File: src/rtl/fft_usb_pkg.sv
// fft_usb_pkg: shared constants, frame packing and FSM state type for the FFT-to-FT2232H
// streaming path.
//   FRAME_BYTES / FRAME_WIDTH : size of one on-the-wire bin frame
//   HDR                       : frame sync nibble, lets the host re-align on a byte stream
//   pack_frame()              : {HDR, ctr, re, im}, sent MSB-first
//   tx_state_e                : transmit FSM states
package fft_usb_pkg;

  localparam int unsigned FRAME_BYTES = 8;
  localparam int unsigned FRAME_WIDTH = 64;
  localparam logic [3:0]  HDR         = 4'hA;

  typedef enum logic [0:0] {
    IDLE,
    SEND
  } tx_state_e;

  function automatic logic [FRAME_WIDTH-1:0] pack_frame(input logic [9:0]  ctr,
                                                        input logic [24:0] re,
                                                        input logic [24:0] im);
    return {HDR, ctr, re, im};
  endfunction

endpackage

File: src/rtl/frame_fifo.sv
// frame_fifo: synchronous first-word-fall-through FIFO holding packed bin frames.
//   clk_i, rst_n : clock, synchronous active-low reset (clears pointers and count)
//   push_i       : write data_i at the tail (ignored when full)
//   data_i       : frame to write
//   pop_i        : drop the head entry (ignored when empty)
//   head_o       : current head entry, valid whenever empty_o is low
//   count_o      : number of stored entries, 0..DEPTH
//   full_o       : count_o == DEPTH
//   empty_o      : count_o == 0
module frame_fifo
  import fft_usb_pkg::*;
#(
  parameter int unsigned WIDTH = FRAME_WIDTH,
  parameter int unsigned DEPTH = 4
) (
  input  logic                   clk_i,
  input  logic                   rst_n,
  input  logic                   push_i,
  input  logic [WIDTH-1:0]       data_i,
  input  logic                   pop_i,
  output logic [WIDTH-1:0]       head_o,
  output logic [$clog2(DEPTH):0] count_o,
  output logic                   full_o,
  output logic                   empty_o
);

  localparam int unsigned PTR_W = $clog2(DEPTH);
  localparam int unsigned CNT_W = PTR_W + 1;

  logic [WIDTH-1:0] r_mem [DEPTH];
  logic [PTR_W-1:0] r_wr_ptr;
  logic [PTR_W-1:0] r_rd_ptr;
  logic [CNT_W-1:0] r_count;

  logic w_push;
  logic w_pop;

  assign full_o  = (r_count == CNT_W'(DEPTH));
  assign empty_o = (r_count == '0);
  assign count_o = r_count;
  assign head_o  = r_mem[r_rd_ptr];

  assign w_push = push_i && !full_o;
  assign w_pop  = pop_i && !empty_o;

  // Storage carries no reset; only pointers and count define validity.
  always_ff @(posedge clk_i) begin
    if (w_push) begin
      r_mem[r_wr_ptr] <= data_i;
    end
  end

  // DEPTH is a power of two, so pointers wrap by plain overflow.
  always_ff @(posedge clk_i) begin
    if (!rst_n) begin
      r_wr_ptr <= '0;
      r_rd_ptr <= '0;
      r_count  <= '0;
    end else begin
      if (w_push) begin
        r_wr_ptr <= r_wr_ptr + PTR_W'(1);
      end
      if (w_pop) begin
        r_rd_ptr <= r_rd_ptr + PTR_W'(1);
      end
      case ({w_push, w_pop})
        2'b10:   r_count <= r_count + CNT_W'(1);
        2'b01:   r_count <= r_count - CNT_W'(1);
        default: r_count <= r_count;
      endcase
    end
  end

endmodule

File: src/rtl/fft_usb_tx.sv
// fft_usb_tx: streams FFT bins to an FT2232H in synchronous-FIFO mode, one 8-byte frame per
// bin, MSB-first. Runs entirely in the ft_clkout domain.
//   clk_i, rst_n   : 60 MHz FT2232H CLKOUT, synchronous active-low reset
//   valid_i        : bin present on ctr_i/re_i/im_i
//   ready_o        : frame FIFO has room (low during and one cycle after reset)
//   ctr_i, re_i, im_i : bin index and signed real/imag parts
//   ft_txe_n_i     : low = FT2232H can take a byte
//   ft_wr_n_o      : low = ft_data_o carries a valid byte
//   ft_data_o      : byte to FT2232H
//   ft_data_oe_o   : pad output enable, the inverse of ft_wr_n_o
//   overflow_o     : sticky, a bin was offered while ready_o was low
module fft_usb_tx
  import fft_usb_pkg::*;
#(
  parameter int unsigned N_WIDTH    = 10,
  parameter int unsigned DATA_WIDTH = 25,
  parameter int unsigned USB_WIDTH  = 8,
  parameter int unsigned FIFO_DEPTH = 4
) (
  input  logic                  clk_i,
  input  logic                  rst_n,
  input  logic                  valid_i,
  output logic                  ready_o,
  input  logic [N_WIDTH-1:0]    ctr_i,
  input  logic [DATA_WIDTH-1:0] re_i,
  input  logic [DATA_WIDTH-1:0] im_i,
  input  logic                  ft_txe_n_i,
  output logic                  ft_wr_n_o,
  output logic [USB_WIDTH-1:0]  ft_data_o,
  output logic                  ft_data_oe_o,
  output logic                  overflow_o
);

  localparam int unsigned CNT_W    = $clog2(FIFO_DEPTH) + 1;
  localparam int unsigned IDX_W    = $clog2(FRAME_BYTES);
  localparam logic [IDX_W-1:0] LAST_IDX = IDX_W'(FRAME_BYTES - 1);

  // Registered state
  tx_state_e              r_state;
  logic                   r_wr_n;
  logic [FRAME_WIDTH-1:0] r_shift;
  logic [IDX_W-1:0]       r_byte_idx;
  logic                   r_overflow;
  logic                   r_rst_n_q;

  // Next-state and FIFO wiring
  tx_state_e              w_state_d;
  logic                   w_wr_n_d;
  logic [FRAME_WIDTH-1:0] w_shift_d;
  logic [IDX_W-1:0]       w_byte_idx_d;
  logic                   w_pop;
  logic                   w_push;
  logic                   w_byte_acc;
  logic [FRAME_WIDTH-1:0] w_frame;
  logic [FRAME_WIDTH-1:0] w_fifo_head;
  logic [CNT_W-1:0]       w_fifo_count;
  logic                   w_fifo_full;
  logic                   w_fifo_empty;

  assign w_frame = pack_frame(ctr_i, re_i, im_i);

  // r_rst_n_q keeps ready_o low for the first cycle after reset release.
  assign ready_o = r_rst_n_q && (w_fifo_count != CNT_W'(FIFO_DEPTH));
  // Same condition as ready_o, expressed through the FIFO's full flag.
  assign w_push  = valid_i && r_rst_n_q && !w_fifo_full;

  assign w_byte_acc   = !r_wr_n && !ft_txe_n_i;
  assign ft_wr_n_o    = r_wr_n;
  assign ft_data_oe_o = !r_wr_n;
  assign ft_data_o    = r_shift[FRAME_WIDTH-1 -: USB_WIDTH];
  assign overflow_o   = r_overflow;

  frame_fifo #(
    .WIDTH (FRAME_WIDTH),
    .DEPTH (FIFO_DEPTH)
  ) u_frame_fifo (
    .clk_i   (clk_i),
    .rst_n   (rst_n),
    .push_i  (w_push),
    .data_i  (w_frame),
    .pop_i   (w_pop),
    .head_o  (w_fifo_head),
    .count_o (w_fifo_count),
    .full_o  (w_fifo_full),
    .empty_o (w_fifo_empty)
  );

  always_comb begin
    w_state_d    = r_state;
    w_wr_n_d     = r_wr_n;
    w_shift_d    = r_shift;
    w_byte_idx_d = r_byte_idx;
    w_pop        = 1'b0;

    case (r_state)
      IDLE: begin
        w_wr_n_d = 1'b1;
        if (!w_fifo_empty) begin
          w_pop        = 1'b1;
          w_shift_d    = w_fifo_head;
          w_byte_idx_d = '0;
          w_wr_n_d     = 1'b0;
          w_state_d    = SEND;
        end
      end
      SEND: begin
        // A refused byte leaves everything untouched, so ft_data_o holds.
        if (w_byte_acc) begin
          if (r_byte_idx != LAST_IDX) begin
            w_shift_d    = r_shift << USB_WIDTH;
            w_byte_idx_d = r_byte_idx + IDX_W'(1);
          end else if (!w_fifo_empty) begin
            // Next frame loads on the same edge as the last byte: no gap on the bus.
            w_pop        = 1'b1;
            w_shift_d    = w_fifo_head;
            w_byte_idx_d = '0;
          end else begin
            w_wr_n_d  = 1'b1;
            w_state_d = IDLE;
          end
        end
      end
      default: begin
        w_wr_n_d  = 1'b1;
        w_state_d = IDLE;
      end
    endcase
  end

  always_ff @(posedge clk_i) begin
    if (!rst_n) begin
      r_state    <= IDLE;
      r_wr_n     <= 1'b1;
      r_shift    <= '0;
      r_byte_idx <= '0;
      r_overflow <= 1'b0;
      r_rst_n_q  <= 1'b0;
    end else begin
      r_state    <= w_state_d;
      r_wr_n     <= w_wr_n_d;
      r_shift    <= w_shift_d;
      r_byte_idx <= w_byte_idx_d;
      r_rst_n_q  <= 1'b1;
      if (valid_i && !ready_o) begin
        r_overflow <= 1'b1;
      end
    end
  end

endmodule

File: config.mk
export PLATFORM = sky130hd
export DESIGN_NAME = fft_usb_tx
export DESIGN_NICKNAME = d
export VERILOG_FILES = /design/src/rtl/fft_usb_pkg.sv /design/src/rtl/frame_fifo.sv /design/src/rtl/fft_usb_tx.sv
export SDC_FILE = /design/constraint.sdc
export NUM_CORES = 1
export LEC_CHECK = 0
export BUFFER_PORTS_ARGS = -buffer_cell sky130_fd_sc_hd__buf_2
export CORE_UTILIZATION = 29
export CTS_BUF_LIST = sky130_fd_sc_hd__clkbuf_16
export CTS_CLUSTER_SIZE = 10
export DETAILED_ROUTE_END_ITERATION = 10
export HOLD_SLACK_MARGIN = 0.1
export PLACE_DENSITY = 0.53
export SLEW_MARGIN = 20
export SYNTH_ARGS = -nofsm -noshare
export SYNTH_HDL_FRONTEND = slang
export SYNTH_SLANG_ARGS = --single-unit
File: constraint.sdc
create_clock -name clk_i -period 3.1 [get_ports clk_i]
set_clock_uncertainty 0.05 [all_clocks]
set_input_delay 0.155 -clock clk_i [delete_from_list [all_inputs] [get_ports clk_i]]
set_output_delay 0.155 -clock clk_i [all_outputs]
set_load 0.005 [all_outputs]
==> metrics.md, run 1 <==
| Metric | Value |
|---|---|
| Critical path type | `flop to flop` |
| Clock network fraction of design power | `31.3%` |
| Unique masters post-synth | `38` |
| Yosys Warn Count | `0` |
| Min-delay src | `re_i[9]` |
| Total of max-cap violations | `0` |
| Post-CTS Resized | `0` |
| R2r worst-path depth | `11` |
| Final Hold Viols | `0` |
| Worst Hold Class | `input port to flop` |
| Synthesized flop and latch total | `320` |
| Status | `finished clean` |
| Final min period | `2690 ps` |
| Sw Share | `29.0%` |
| Worst R2R Setup Slack | `410 ps` |
| WHS | `333 ps` |
| Post-DRT Antenna Nets | `0` |
| I/O pin count | `76` |
| Fillers | `3,754` |
| Critical path startpoint | `r_byte_idx[0]` |
| CTS Buffer Depth | `3` |
| Setup TNS | `0 ps` |
| Async set-or-reset flop fraction in the synthesized netlist | `0%` |
| Core region area | `0.0400 mm^2` |
| CTS sink cnt | `320` |
| Unrepaired setup endpoints after global routing | `false` |
| Max Freq | `371 MHz` |
| First drt pass iteration count | `6` |
| Power Dens Cells | `860 mW/mm^2` |
| Share of cells above drive strength 1 | `24.5%` |
| Syn Inst Count | `672` |
| Most common cell after layout, fill and taps aside | `edfxtp_1` |
| Period utilization | `86.9%` |
| Per-cell routed wire length | `18.5 um` |
| Synth-to-Final Area Change | `23.1%` |
| Worst path required time | `3480 ps` |
| Total grt overflow | `0` |
| EDFF count, synth | `240` |
| R2r endpoint | `u_frame_fifo.count_o[2]` |
| First-pass GRT wire length | `38.9 mm` |
| Least-Margin Pin Slew | `1090 ps` |
| Launching point of the worst reg2reg path | `r_byte_idx[0]` |
| Die Y-Extent | `204 um` |
| Vias per cell | `4.67` |
| Pwr Total | `12.5 mW` |
| RePlAce Congestion | `0.736` |
| Leakage | `4.95 nW` |
| Post-Syn Area | `0.0118 mm^2` |
| Clock latency on the worst-skew pair | `530 ps` |
| H-tree levels | `2` |
| Post-DP HPWL | `14.9 mm` |
| 1st-iter DRT viols | `313` |
| Initial core utilization | `29.5%` |
| WHS Path Cells | `2` |
| Max IR drop VDD | `0.504 mV` |
| P_sw | `3.63 mW` |
| Critical-path maximum fanout | `3` |
| Vias | `6,407` |
| Critical path startpoint category | `flop` |
| Net Count, Synth | `744` |
| Max-slew violations | `0` |
| Commonest cells after routing, fill and taps aside | `240 x edfxtp_1, 78 x dfxtp_1, 75 x buf_2` |
| Slew HR | `27.5%` |
| Utilization after layout | `36.4%` |
| Internal power | `8.89 mW` |
| Final setup viols | `0` |
| Nets | `890` |
| Row count | `73` |
| Number of port buffers | `75` |
| Clock root cell | `clkbuf_16` |
| Worst-path clk slew | `50 ps` |
| # DRC | `0` |
| CTS tree | `yes` |
| Comb power frac | `23.9%` |
| Flop pwr share | `44.8%` |
| # diodes | `0` |
| Vias in the first global route | `6,468` |
| Crit path DAT | `3070 ps` |
| Total GRT Usage | `12.5%` |
| Final WS setup | `405 ps` |
| Crit end category | `flop` |
| Avg Cell Area, Syn | `17.6 um^2` |
| Largest net degree at the start of global routing | `61` |
| Worst hold endpoint | `u_frame_fifo.r_mem[3][34]` |
| Die Area | `0.0416 mm^2` |
| CTS buffer count | `38` |
| Die width | `204 um` |
| Main synth FF type | `edfxtp_1` |
| Place WS | `420 ps` |
| WL final | `25.5 mm` |
| Sequential area share after synthesis | `74.5%` |
| Initial antenna violation count | `0` |
## worst max path at each step
stage,end,depth (start not counted)
floorplan,u_frame_fifo.count_o[2],13
global placement,u_frame_fifo.count_o[2],11
detailed placement,u_frame_fifo.count_o[2],11
CTS,u_frame_fifo.count_o[2],11
global route,u_frame_fifo.count_o[2],11
finish,u_frame_fifo.count_o[2],11
## power by group through the flow
| stage | logic [mW] | registers, mW | clock network [mW] |
|---|---|---|---|
| after floorplan | 2.40 | 5.46 | 0 |
| after detailed placement | 2.98 | 5.68 | 0 |
| after global placement | 2.94 | 5.67 | 0 |
| final | 2.99 | 5.60 | 3.92 |
| after CTS | 3.06 | 5.60 | 4.05 |
| after global routing | 3.31 | 5.67 | 4.20 |
## logic make-up (layout without fill, tap and decap cells)
| kind of cell | count (synthesis) | after routing | share of synthesized area, % |
|---|---|---|---|
| adders and majority gates | 8 | 8 | 0.910 |
| DFF | 320 | 320 | 74.5 |
| xor gates and xnor gates | 4 | 4 | 0.296 |
| muxes | 61 | 61 | 11.5 |
| buffers and inverters | 59 | 235 | 2.68 |
| AOI/OAI and AO/OA | 133 | 133 | 6.90 |
| and+or+nand+nor | 87 | 87 | 3.18 |
## cell usage after synthesis (5+ instances only)
master	count	area, um^2
clkbuf_1	23	86.3
buf_4	12	90.1
o22ai_1	43	269
buf_2	9	45.0
dfxtp_1	80	1600
nor2_1	65	244
a22oi_1	21	158
edfxtp_1	240	7210
ha_1	7	87.6
nand2_1	11	41.3
o21ai_1	9	45.0
a21oi_1	12	60.1
mux4_2	60	1350
buf_6	5	56.3
o21ai_0	36	180
inv_1	9	33.8
## what timing repair did
item	in CTS	in global routing
endpoints found under the setup margin	0	0
buffers inserted	0	0
hold buffers	63	0
endpoints found under the hold margin	246	0
## flip-flops by register name, summed over array words and instances (netlist names), named ones only
register	count
u_frame_fifo.r_mem	240
r_shift	64
r_byte_idx	3
u_frame_fifo.count_o	3
u_frame_fifo.r_rd_ptr	2
u_frame_fifo.r_wr_ptr	2
ft_wr_n_o	1
overflow_o	1
r_rst_n_q	1
r_state	1
## metrics by stage
step | area, um^2 | cells
2_1_floorplan | 11800 | 672
3_3_place_gp | 12800 | 1240
3_5_place_dp | 12800 | 1240
4_1_cts | 14600 | 1373
5_1_grt | 14600 | 1373
6_report | 14600 | 1373
## cell type report
type / count / area [um^2] / share of cell area (%)
Multi-Input combinational cell: 293 / 2710 / 18.6
Tap cell: 525 / 657 / 4.51
Clock buffer: 39 / 976 / 6.71
Timing Repair Buffer: 155 / 1220 / 8.39
Inverter: 10 / 38.8 / 0.267
Clock inverter: 31 / 140 / 0.963
Sequential cell: 320 / 8810 / 60.6
## worst max-delay path, cell delays in order (launching register included)
cell	delay [ps]
dfxtp_1	350
ha_1	160
ha_1	200
or3b_1	380
a21o_1	210
clkinv_2	50
ha_1	170
inv_1	60
fa_1	370
xor2_1	160
or3_1	300
a21oi_1	140
## routing by layer
metal  up-vias  global-route usage, %  share of wire, %
li1       2947                      -                 -
met1      3246                   18.0                47
met2       175                   18.6                46
met3        39                   2.54               5.6
met4         0                   3.95               1.8
met5         -                      0                 0
(Power assumes the default switching activity.)
==> run 2: changes to the inputs <==
--- a/config.mk
+++ b/config.mk
@@ -6,12 +6,15 @@
 export NUM_CORES = 1
 export LEC_CHECK = 0
 export BUFFER_PORTS_ARGS = -buffer_cell sky130_fd_sc_hd__buf_2
-export CORE_UTILIZATION = 29
+export CELL_PAD_IN_SITES_DETAIL_PLACEMENT = 1
+export CELL_PAD_IN_SITES_GLOBAL_PLACEMENT = 1
+export CORE_MARGIN = 4
+export CORE_UTILIZATION = 52
 export CTS_BUF_LIST = sky130_fd_sc_hd__clkbuf_16
 export CTS_CLUSTER_SIZE = 10
 export DETAILED_ROUTE_END_ITERATION = 10
 export HOLD_SLACK_MARGIN = 0.1
-export PLACE_DENSITY = 0.53
+export PLACE_DENSITY = 0.88
 export SLEW_MARGIN = 20
 export SYNTH_ARGS = -nofsm -noshare
 export SYNTH_HDL_FRONTEND = slang
==> metrics.md, run 2 (synthesis gave the netlist of run 1 again) <==
| Metric | Value |
|---|---|
| Clock latency on the worst-skew pair | `510 ps (-20 ps)` |
| Setup TNS | `0 ps (unchanged)` |
| 1st-iter DRT viols | `532 (+70%)` |
| Min-delay src | `ft_txe_n_i` |
| # DRC | `0 (unchanged)` |
| First drt pass iteration count | `5 (-1)` |
| Biggest register | `u_frame_fifo.r_mem` |
| Critical-path maximum fanout | `3 (unchanged)` |
| Internal power | `8.80 mW (-0.91%)` |
| Largest net degree at the start of global routing | `61 (unchanged)` |
| Max Freq | `355 MHz (-4.4%)` |
| H-tree levels | `2 (unchanged)` |
| Final setup viols | `0 (unchanged)` |
| Share of cells above drive strength 1 | `24.4% (-0.12 points)` |
| CTS buffer count | `38 (unchanged)` |
| Most common cell after layout, fill and taps aside | `edfxtp_1` |
| Critical path startpoint category | `flop` |
| Leakage | `4.89 nW (-1.3%)` |
| Comb power frac | `24.5% (+0.6 points)` |
| Row count | `54 (-26%)` |
| Largest regs | `u_frame_fifo.r_mem: 240 flops, r_shift: 64 flops` |
| Fillers | `1,914 (-49%)` |
| Initial core utilization | `53.5% (+24 points)` |
| CTS sink cnt | `320 (unchanged)` |
| Die width | `159 um (-22%)` |
| Status | `finished clean` |
| CTS tree | `yes` |
| Flop pwr share | `45.0% (+0.2 points)` |
| Die Area | `0.0252 mm^2 (-39%)` |
| Core region area | `0.0221 mm^2 (-45%)` |
| Slowest cell on the critical path | `or3b_1` |
| First-pass GRT wire length | `46.0 mm (+18%)` |
| Slew HR | `28.0% (+0.56 points)` |
| Register area | `0.00881 mm^2 (unchanged)` |
| CP max stage delay | `400 ps (+20 ps)` |
| Launching point of the worst reg2reg path | `r_byte_idx[0]` |
| P_sw | `3.85 mW (+6.1%)` |
| Area of the multi-input gates | `0.00270 mm^2 (-0.28%)` |
| Cell mode on critical path | `ha_1` |
| Number of port buffers | `75 (unchanged)` |
| Sw Share | `30.4% (+1.4 points)` |
| Synth-to-Final Area Change | `19.6%` |
| Clock root cell | `clkbuf_16` |
| Utilization after layout | `64.0% (+28 points)` |
| WL final | `29.4 mm (+16%)` |
| Final WS setup | `280 ps (-125 ps)` |
| CTS Buffer Depth | `3 (unchanged)` |
| Commonest cells after routing, fill and taps aside | `240 x edfxtp_1, 78 x dfxtp_1, 75 x buf_2` |
| Max-slew violations | `0 (unchanged)` |
| Place WS | `282 ps (-138 ps)` |
| Unrepaired setup endpoints after global routing | `false` |
| I/O pin count | `76 (unchanged)` |
| Period utilization | `91.0% (+4.0 points)` |
| Critical path startpoint | `r_byte_idx[0]` |
| Crit path DAT | `3190 ps (+120 ps)` |
| Power Dens Cells | `896 mW/mm^2 (+4.1%)` |
| Worst Hold Class | `input port to flop` |
| Setup Fix Bufs, Post-CTS | `0 (unchanged)` |
| # diodes | `0 (unchanged)` |
| Initial antenna violation count | `0 (unchanged)` |
| Max IR drop VDD | `0.701 mV (+39%)` |
| Vias in the first global route | `7,519 (+16%)` |
| Nets | `887 (-0.34%)` |
| Vias per cell | `6.07 (+30%)` |
| Critical path type | `flop to flop` |
| Crit end category | `flop` |
| Worst-path clk slew | `50 ps (about the same)` |
| Largest register FFs | `240 (unchanged)` |
| Least-Margin Pin Slew | `1080 ps (-8.35 ps)` |
| Post-DP HPWL | `17.0 mm (+14%)` |
| Total of max-cap violations | `0 (unchanged)` |
| Worst path required time | `3470 ps (about the same)` |
| Final Hold Viols | `0 (unchanged)` |
| Final min period | `2820 ps (+125 ps)` |
| Total GRT Usage | `23.7% (+11 points)` |
| RePlAce Congestion | `0.766 (+4.1%)` |
| Total grt overflow | `0 (unchanged)` |
| Vias | `6,799 (+6.1%)` |
| Post-CTS Resized | `0 (unchanged)` |
| Crit-path cells | `ha_1 > ha_1 > or3b_1 > a21o_1 > clkinv_2 > ha_1 > inv_1 > fa_1 > xor2_1 > or3_1 > a21oi_1` |
| Die Y-Extent | `159 um (-22%)` |
| Post-DRT Antenna Nets | `0 (unchanged)` |
| Hold buffers post-CTS | `62 (-1.6%)` |
| Per-cell routed wire length | `26.3 um (+42%)` |
| Clock network fraction of design power | `30.5% (-0.8 points)` |
==> run 2: worst paths after layout <==
path / to / cells past startpoint / slack (ps)
setup reg to reg: u_frame_fifo.count_o[2] / 11 / 280
setup / recovery: u_frame_fifo.count_o[2] / 11 / 280
hold / removal: r_state / 4 / 160
hold reg to reg: r_shift[59] / 2 / 410
==> run 2: area by class of cell <==
| type | count | share of cell area (%) |
|---|---|---|
| clock buffers | 39 | 6.91 |
| flip-flops and latches | 320 | 62.4 |
| inverters | 10 | 0.274 |
| repair buffers | 152 | 8.11 |
| clock inverters | 26 | 0.761 |
| multi-input cells | 293 | 19.1 |
| well taps | 280 | 2.48 |
==> run 2: power groups by stage <==
stage	clock, mW	combinational, mW	sequential, mW
floorplan	0	2.40	5.46
global placement	0	2.73	5.67
detailed placement	0	2.95	5.74
CTS	3.92	3.11	5.69
global route	4.14	3.34	5.76
finish	3.86	3.10	5.70
==> run 2: layer usage <==
| metal | GRT usage, % | wire, um | part of all wire (%) |
|---|---|---|---|
| met1 | 29.4 | 11400 | 39 |
| met2 | 42.1 | 15500 | 53 |
| met3 | 4.22 | 1540 | 5.2 |
| met4 | 8.32 | 992 | 3.4 |
| met5 | 0 | 0 | 0 |
==> run 2: critical path, delay by kind of cell, from the launching register on <==
family / cells / cell delay [ps]
adder cells (fa/ha/maj): 4 / 930
AND/OR/NAND/NOR: 2 / 730
flip-flops: 1 / 360
AO/OA/AOI/OAI: 2 / 360
XOR/XNOR: 1 / 170
buffers and inverters: 2 / 140
==> run 2: metrics by stage <==
| stage | area [um^2] | instances | hold slack (ps) | power, mW |
|---|---|---|---|---|
| 5_1_grt | 14100 | 1120 | 221 | 13.2 |
| 3_5_place_dp | 12400 | 993 | 322 | 8.70 |
| 2_1_floorplan | 11800 | 672 | 133 | 7.87 |
| 6_report | 14100 | 1120 | 160 | 12.7 |
| 3_3_place_gp | 12400 | 993 | 313 | 8.40 |
| 4_1_cts | 14100 | 1120 | 140 | 12.7 |
